===== src/rtl/stoplight_pkg.sv =====
// stoplight_pkg: shared state and lamp types for the stoplight controller
package stoplight_pkg;
  typedef enum logic [2:0] {NS_GRN, NS_YEL, RED_A, EW_GRN, EW_YEL, RED_B} light_state_t;
  typedef struct packed {
    logic red;
    logic yellow;
    logic green;
  } lamp_t;
  function automatic light_state_t next_state(input light_state_t s);
    return s == RED_B ? NS_GRN : light_state_t'(s + 3'd1);
  endfunction
endpackage


===== src/rtl/stoplight_ctrl_phase_timer.sv =====
// phase_timer: per-state cycle counter, cleared synchronously on every state change
module phase_timer #(
  parameter int W = 5
) (
  input  logic         clk,
  input  logic         reset_n,
  input  logic         clr,
  output logic [W-1:0] count
);
  always_ff @(posedge clk or negedge reset_n)
    if (!reset_n) count <= '0;
    else count <= clr ? '0 : count + 1'b1;
endmodule


===== src/rtl/stoplight_ctrl.sv =====
// stoplight_ctrl: sensor-actuated two-road intersection controller with all-red clearance.
// Optional pedestrian walk phase enabled by defining PED_WALK_EN.
module stoplight_ctrl import stoplight_pkg::*; #(
  parameter int TIMER_W      = 5,
  parameter int NS_MIN_GREEN = 8,
  parameter int NS_MAX_GREEN = 20,
  parameter int NS_YELLOW    = 3,
  parameter int EW_GREEN     = 6,
  parameter int EW_YELLOW    = 3,
  parameter int ALL_RED      = 2,
  parameter int PED_WALK     = 4
) (
  input  logic clk,
  input  logic reset_n,
  input  logic ew_car_present,
`ifdef PED_WALK_EN
  input  logic ped_req,
  output logic ped_walk,
`endif
  output logic northsouth_red,
  output logic northsouth_yellow,
  output logic northsouth_green,
  output logic eastwest_red,
  output logic eastwest_yellow,
  output logic eastwest_green
);
  localparam int DMAX = 2 ** TIMER_W;
  localparam logic [TIMER_W-1:0] T_NS_MIN = TIMER_W'(NS_MIN_GREEN - 1);
  localparam logic [TIMER_W-1:0] T_NS_MAX = TIMER_W'(NS_MAX_GREEN - 1);
  localparam logic [TIMER_W-1:0] T_NS_YEL = TIMER_W'(NS_YELLOW - 1);
  localparam logic [TIMER_W-1:0] T_EW_GRN = TIMER_W'(EW_GREEN - 1);
  localparam logic [TIMER_W-1:0] T_EW_YEL = TIMER_W'(EW_YELLOW - 1);
  localparam logic [TIMER_W-1:0] T_RED    = TIMER_W'(ALL_RED - 1);
  if (NS_MIN_GREEN < 1 || NS_MAX_GREEN < 1 || NS_YELLOW < 1 || EW_GREEN < 1 ||
      EW_YELLOW < 1 || ALL_RED < 1 || PED_WALK < 1) begin : g_bad_min
    $fatal(1, "stoplight_ctrl: every duration must be at least 1");
  end
  if (NS_MIN_GREEN > NS_MAX_GREEN) begin : g_bad_green
    $fatal(1, "stoplight_ctrl: NS_MIN_GREEN exceeds NS_MAX_GREEN");
  end
  if (NS_MAX_GREEN > DMAX || NS_YELLOW > DMAX || EW_GREEN > DMAX ||
      EW_YELLOW > DMAX || ALL_RED > DMAX || PED_WALK > DMAX) begin : g_bad_width
    $fatal(1, "stoplight_ctrl: a duration does not fit TIMER_W");
  end
  light_state_t state;
  logic [TIMER_W-1:0] timer;
  logic last, enter_ew, ew_req_q, ew_any;
  lamp_t ns, ew;
  phase_timer #(.W(TIMER_W)) u_timer (
    .clk    (clk),
    .reset_n(reset_n),
    .clr    (last),
    .count  (timer)
  );
`ifdef PED_WALK_EN
  localparam int WALK_N = PED_WALK < EW_GREEN ? PED_WALK : EW_GREEN;
  localparam logic [TIMER_W:0] T_WALK = (TIMER_W + 1)'(WALK_N);
  logic ped_req_q, walk;
  assign ew_any   = ew_req_q | ew_car_present | ped_req_q;
  assign ped_walk = state == EW_GRN && walk && {1'b0, timer} < T_WALK;
`else
  assign ew_any = ew_req_q | ew_car_present;
`endif
  assign last = state == NS_GRN ? (timer == T_NS_MAX || (timer >= T_NS_MIN && ew_any)) :
                state == NS_YEL ? timer == T_NS_YEL :
                state == EW_GRN ? timer == T_EW_GRN :
                state == EW_YEL ? timer == T_EW_YEL : timer == T_RED;
  assign enter_ew = state == RED_A && last;
  // request latches clear on EW_GRN entry; the clear beats a same-cycle set
  always_ff @(posedge clk or negedge reset_n)
    if (!reset_n) begin
      state    <= NS_GRN;
      ew_req_q <= 1'b0;
`ifdef PED_WALK_EN
      ped_req_q <= 1'b0;
      walk      <= 1'b0;
`endif
    end else begin
      if (last) state <= next_state(state);
      ew_req_q <= enter_ew ? 1'b0 : ew_req_q | (ew_car_present && state != EW_GRN);
`ifdef PED_WALK_EN
      ped_req_q <= enter_ew ? 1'b0 : ped_req_q | (ped_req && state != EW_GRN);
      if (enter_ew) walk <= ped_req_q;
`endif
    end
  assign ns = '{red: state != NS_GRN && state != NS_YEL, yellow: state == NS_YEL, green: state == NS_GRN};
  assign ew = '{red: state != EW_GRN && state != EW_YEL, yellow: state == EW_YEL, green: state == EW_GRN};
  assign northsouth_red    = ns.red;
  assign northsouth_yellow = ns.yellow;
  assign northsouth_green  = ns.green;
  assign eastwest_red      = ew.red;
  assign eastwest_yellow   = ew.yellow;
  assign eastwest_green    = ew.green;
endmodule


===== config.mk =====
export PLATFORM = sky130hd
export DESIGN_NAME = stoplight_ctrl
export DESIGN_NICKNAME = d
export VERILOG_FILES = /design/src/rtl/stoplight_pkg.sv /design/src/rtl/stoplight_ctrl_phase_timer.sv /design/src/rtl/stoplight_ctrl.sv
export SDC_FILE = /design/constraint.sdc
export NUM_CORES = 1
export LEC_CHECK = 0
export ABC_CLOCK_PERIOD_IN_PS = 2350
export BUFFER_PORTS_ARGS = -buffer_cell sky130_fd_sc_hd__clkbuf_2
export CAP_MARGIN = 10
export CORE_MARGIN = 8
export CORE_UTILIZATION = 40
export CTS_CLUSTER_DIAMETER = 80
export DETAILED_ROUTE_END_ITERATION = 8
export GPL_ROUTABILITY_DRIVEN = 0
export HOLD_SLACK_MARGIN = 0.12
export PLACE_DENSITY = 0.58
export SETUP_SLACK_MARGIN = 0.05
export SYNTH_ARGS = -nofsm -noshare
export SYNTH_HDL_FRONTEND = slang
export SYNTH_SLANG_ARGS = --single-unit

===== constraint.sdc =====
create_clock -name clk -period 2.35 [get_ports clk]
set_input_delay 0.705 -clock clk [delete_from_list [all_inputs] [get_ports clk]]
set_output_delay 0.705 -clock clk [all_outputs]
set_load 0.02 [all_outputs]

Word-level counts from Yosys, hierarchy flattened
Index checks and enable logic that the tools add are counted.

Register bits after elaboration: 9. Bits in latches: 0. RAM bits: 0. Memory bits (read-only): 0. Bits of input ports: 3. Output and inout bits: 6. Word-level logic and storage cells: 35. Memories: 0.

$add $sub $neg: 2. Multipliers: 0. Div/mod/pow operators: 0. $lt $le $gt $ge: 1. Eq/ne operators: 12. Shift operators: 0. Muxes and demuxes: 7. Bitwise operators: 2. Reduce and logical (&&, ||, !) cells: 8.

Operators by type and width (number): $eq A3 B2 Y1 const B (2); $eq A3 B3 Y1 const B (2); $add A5 B1 Y5 const B (1); $eq A5 B1 Y1 const B (1); $eq A5 B2 Y1 const B (1); $eq A5 B3 Y1 const B (1); $eq A5 B5 Y1 const B (1); $ge A5 B3 Y1 const B (1); $logic_and A1 B1 Y1 (5); $mux W1 (5); $mux W5 (1); $add A3 B1 Y3 const B (1); $eq A3 B1 Y1 const B (1); $logic_not A3 Y1 (1); $mux W3 (1); $ne A3 B1 Y1 const B (1); $ne A3 B2 Y1 const B (1); $ne A3 B3 Y1 const B (1); $reduce_bool A3 Y1 (1); $or A1 B1 Y1 (2); $logic_or A1 B1 Y1 (1).

Longest topological paths before layout
Depth in word-level cells: 7. Mapped depth: 8. Depth with buffers taken out: 7.

By module
From an unflattened synthesis, not the netlist that was laid out.

Cell total of the unflattened synthesis: 59. Area, all modules: 580.6 µm².

By module, submodules not included: stoplight_ctrl (times used 1, cells each 41, area an instance 360.3 µm², seq. area each 100.1 µm²); phase_timer (times used 1, cells each 18, area an instance 220.2 µm², seq. area each 125.1 µm²).

Worst setup path after synthesis
OpenSTA, ideal clock, no wires.

Path kind: reg2reg. Start: reg state[0]. End: reg state[2]. Setup time: 0.120 ns. Arrival time: 1.973 ns. Data required time: 2.230 ns. Slack: 0.257 ns. Cell stages (with the launch flop): 9. Buffers on the path: 1. Period minus slack after synthesis: 2.093 ns. Cells stage by stage: dfrtp_1 > buf_2 > and2_1 > ha_1 > and2b_2 > o21ai_0 > mux2i_1 > a31o_1 > a21oi_1.

Elaborated cells between the ends (all ways): 11. Classes of those cells: 1 x add/sub; 4 x eq/ne; 5 x mux; 1 x reduce/logical.

RTL lines: start, declared (RTL line stoplight_ctrl.sv:45) `light_state_t state;`; start signal, assigned (RTL line stoplight_ctrl.sv:79) `if (last) state <= next_state(state);`; $eq A3 B2 Y1; named net eastwest_green (RTL line stoplight_ctrl.sv:25) `output logic eastwest_green`; $mux W1 (RTL line stoplight_ctrl.sv:66) `state == EW_GRN ? timer == T_EW_GRN :`; $mux W1 (RTL line stoplight_ctrl.sv:65) `state == NS_YEL ? timer == T_NS_YEL :`; $mux W1 (RTL line stoplight_ctrl.sv:64) `assign last = state == NS_GRN ? (timer == T_NS_MAX || (timer >= T_NS_MIN && ew_any)) :`.

The timed path passes the listed nets, and every way through them passes these cells. A chain may end at the register's enable or synchronous reset.

Worst setup path after layout
Start: reg state[1]. End: out eastwest_green.

Word-level cells in the longest chain between the ends: 1.

RTL lines: $eq A3 B2 Y1 (RTL line stoplight_ctrl.sv:87) `assign ew = '{red: state != EW_GRN && state != EW_YEL, yellow: state == EW_YEL, green: state == EW_GRN};`; end, declared (RTL line stoplight_ctrl.sv:25).

No other way between the ends.

==> tab_implementation.tex <==
\begin{tabular}{lr}
\hline
Metric & Value \\
\hline
\multicolumn{2}{l}{\textbf{Clock network}} \\
Cell at the root of the clock tree & sky130\_fd\_sc\_hd\_\_clkbuf\_4 \\
CTS H-tree lvls & 1 \\
Total CTS buffers & 3 \\
Clk pin slew, worst setup/hold paths & $\sim$0.06 ns \\
Clock network latency to the later pin of the worst-skew pair & 0.25 ns \\
Clock sink count & 9 \\
Clock tree from TritonCTS & built \\
Post-CTS Setup Repair Bufs & 0 \\
Post-CTS Hold Buffers & 0 \\
Buffer levels on the longest clock path & 2 \\
Number of cells upsized or downsized after cts & 0 \\
\multicolumn{2}{l}{\textbf{Job}} \\
Maxcap violations & 0 \\
\multicolumn{2}{l}{\textbf{Yosys}} \\
Library cell with the largest summed area after synthesis & sky130\_fd\_sc\_hd\_\_dfrtp\_1 \\
Biggest area contributors in the synthesized netlist & sky130\_fd\_sc\_hd\_\_dfrtp\_1 (32\%), sky130\_fd\_sc\_hd\_\_ha\_1 (7.0\%), sky130\_fd\_sc\_hd\_\_nor2\_1 (4.7\%) \\
Number of flops mapped to enable cells by yosys & 0 \\
Synthesis-stage register bit count & 9 \\
Most frequently used flop master after synthesis & sky130\_fd\_sc\_hd\_\_dfrtp\_1 \\
Avg Synthesized Cell Area & 10.2 um\^{}2 \\
Adder-Cell Fraction of Synth Area & 7.03\% \\
Count of mapped cells out of synthesis & 70 \\
Sequential cell area fraction in the yosys report & between 30\% and 40\% \\
Post-synth ARST share & 100\% \\
Post-synthesis compound-gate area fraction & between 10\% and 20\% \\
Simple-Gate Fraction of Synth Area & between 30\% and 40\% \\
Combinational family with the most area after synthesis & simple AND/OR/NAND/NOR gates \\
Mux share of post-synthesis cell area & under 10\% \\
Post-synth design cell area & 712 um\^{}2 \\
Parity-gate share of the synthesized area counting xor and xnor cells & under 10\% \\
Synth warnings & 0 \\
Area share of the largest cell type after synthesis & between 30\% and 40\% \\
Syn Nets & 77 \\
Count of unique library cells instantiated by Yosys & 34 \\
\multicolumn{2}{l}{\textbf{Finish}} \\
Diodes inserted & 0 \\
Fraction of final layout cells sized beyond drive strength 1 & around 36\% \\
P\&R area growth vs syn & 12.8\% \\
Layout Cells excl Fill & roughly 110 \\
Number of nets in the layout & between 80 and 90 \\
Highest-count cells in the layout ignoring fill and taps & sky130\_fd\_sc\_hd\_\_nor2\_1 (9), sky130\_fd\_sc\_hd\_\_dfrtp\_1 (9), sky130\_fd\_sc\_hd\_\_clkbuf\_2 (8) \\
Finished Cell Area & roughly 800 um\^{}2 \\
\multicolumn{2}{l}{\textbf{Setup path}} \\
Data arrival time at the worst-slack endpoint & $\sim$1.5 ns \\
Critical path, cell by cell & and2\_1 > ha\_1 > clkbuf\_2 \\
Slowest stage delay, CP & a little under 0.5 ns \\
Worst path required time & 1.64 ns \\
Classification of the worst setup path & flop to output pin \\
Critical path launch point type & flop \\
Max FO, Critical Path & 8 \\
CP top delay family & flip-flops \\
Slowest stage cell on the critical path & sky130\_fd\_sc\_hd\_\_dfrtp\_1 \\
Worst Path Buf+Inv & 1 \\
CP endpoint kind & output pin \\
\multicolumn{2}{l}{\textbf{GRT}} \\
Via count of the first global-routing pass & around 550 \\
Grt total ovfl & 0 \\
First-pass GRT wire length & $\sim$2500 um \\
Antenna violations before repair & 0 \\
Global-route usage over all layers & 8.83\% \\
Largest net degree at the start of global routing & 13 \\
\multicolumn{2}{l}{\textbf{Floorplanning}} \\
Vert. Die Dim & between 50 and 60 um \\
Count of boundary I/O pins & 9 \\
Std cell rows & 15 \\
Die ar. & 0.00339 mm\^{}2 \\
Initial core utilization & a little over two fifths \\
Std-Cell Core Area & roughly 0.0017 mm\^{}2 \\
Die width & about 58 um \\
\multicolumn{2}{l}{\textbf{Drt}} \\
Via count & roughly 530 \\
Pre-Repair DR Iteration Count & 4 \\
Routed wire length per instance & $\sim$13 um \\
Detailed-route wire length on metal 1 & roughly 720 um \\
Uppermost layer routed & met3 \\
Via count normalized by instance count & around 5 \\
Met3 wire length & about 19 um \\
Detail Route Antenna Nets & 0 \\
Length of routed met2 wiring & roughly 660 um \\
DRC violation count after routing & 0 \\
Drt first-iter violations & 11 \\
Total wire length & 1410 um \\
\multicolumn{2}{l}{\textbf{Hold path}} \\
Hold WC Path Type & input port to async pin \\
\multicolumn{2}{l}{\textbf{STA}} \\
Setup repair after global routing missed its margin & false \\
Normalized max-slew margin & roughly 78\% \\
Worst-case setup margin in the final layout & approximately 0.17 ns \\
Least-Margin Pin Slew & about 0.33 ns \\
Peak Freq & $\sim$0.46 GHz \\
Clock period minus final worst setup slack & 2.18 ns \\
Sum Neg Setup Slack & 0 ns \\
Number of slew-limit violations in the final report & 0 \\
Final worst path period share & 92.8\% \\
Final worst clock skew & a little over 0.0003 ns \\
Count of endpoints failing setup in the final report & 0 \\
Number of hold violations in the final report & 0 \\
\multicolumn{2}{l}{\textbf{Pwr}} \\
Pleak & 0.000349 uW \\
Post-layout power & 1110 uW \\
Peak VDD IR & 0.636 mV \\
Power per Cell Area & $\sim$1400 mW/mm\^{}2 \\
\multicolumn{2}{l}{\textbf{Place}} \\
Sum of net half-perimeters after detailed placement & between 1000 and 1500 um \\
Cell total after placement & $\sim$100 \\
Port-buffer cells & 8 \\
Area after DPL & 777 um\^{}2 \\
Worst slack at placement & 0.300 ns \\
\multicolumn{2}{l}{\textbf{Run status}} \\
Status & finished, final reports clean \\
\hline
\end{tabular}
cells by family (layout without fill, tap and decap cells):
| kind of cell | after synthesis | count (layout) |
|---|---|---|
| AOI/OAI and AO/OA | 13 | 13 |
| xor gates and xnor gates | 4 | 4 |
| adders and majority gates | 4 | 4 |
| buffers and inverters | 7 | 18 |
| DFF | 9 | 9 |
| muxes | 1 | 1 |
| and+or+nand+nor | 32 | 32 |
per-stage QoR:
stage               hold slack [ns]  util (%)
floorplan                     0.409         -
global placement              0.501      45.5
detailed placement            0.504      45.5
CTS                           0.299      47.0
global route                  0.308      47.0
finish                        0.296      47.0
cell usage after synthesis, types with 2 or more instances:
library cell              number
sky130_fd_sc_hd__and2_1        2
sky130_fd_sc_hd__and4_2        2
sky130_fd_sc_hd__and2b_2       2
sky130_fd_sc_hd__nand3_1       3
sky130_fd_sc_hd__nand2_1       4
sky130_fd_sc_hd__a21oi_1       2
sky130_fd_sc_hd__buf_2         2
sky130_fd_sc_hd__inv_1         4
sky130_fd_sc_hd__ha_1          4
sky130_fd_sc_hd__nor3_1        2
sky130_fd_sc_hd__dfrtp_1       9
sky130_fd_sc_hd__nor2_1        9
sky130_fd_sc_hd__o21ai_0       2
sky130_fd_sc_hd__xor2_1        2
sky130_fd_sc_hd__xnor2_1       2
final timing paths:
check,start,endpoint,slack [ns],cells past startpoint
hold reg to reg,u_timer.count[0],u_timer.count[0],0.51,1
setup / recovery,state[1],eastwest_green,0.17,3
hold / removal,reset_n,state[2],0.30,1
min in group clk,u_timer.count[0],u_timer.count[0],0.51,1
setup reg to reg,state[1],state[2],0.27,7
max in group asynchronous,reset_n,state[1],1.86,1
per-layer routing:
metal | up-vias | GRT usage (%)
li1 | 274 | -
met1 | 255 | 12.5
met2 | 2 | 14.0
met3 | 0 | 1.32
met4 | 0 | 1.05
met5 | - | 0
state kept, by name (all words and copies together), names as in the netlist:
register	cells
u_timer.count	5
state	3
ew_req_q	1
area by class of cell:
type	instances	area, um^2
repair buffers	10	55.1
multi-input cells	54	450
fillers	168	905
flip-flops and latches	9	225
well taps	25	31.3
inverters	4	15.0
clock buffers	4	26.3
power breakdown:
group          switching [uW]  leakage (uW)  internal [uW]
Clock                    54.6     0.0000150           65.4
Sequential               92.9      0.000109            221
Combinational             383      0.000224            292
worst reg2reg max path, cell delays in order, from the launching register on:
cell and delay, ns:
sky130_fd_sc_hd__dfrtp_1 0.49, sky130_fd_sc_hd__and2_1 0.20, sky130_fd_sc_hd__ha_1 0.31, sky130_fd_sc_hd__and2b_2 0.25, sky130_fd_sc_hd__o21ai_0 0.21, sky130_fd_sc_hd__mux2i_1 0.28, sky130_fd_sc_hd__a31o_1 0.18, sky130_fd_sc_hd__a21oi_1 0.07
(Power assumes the default switching activity.)
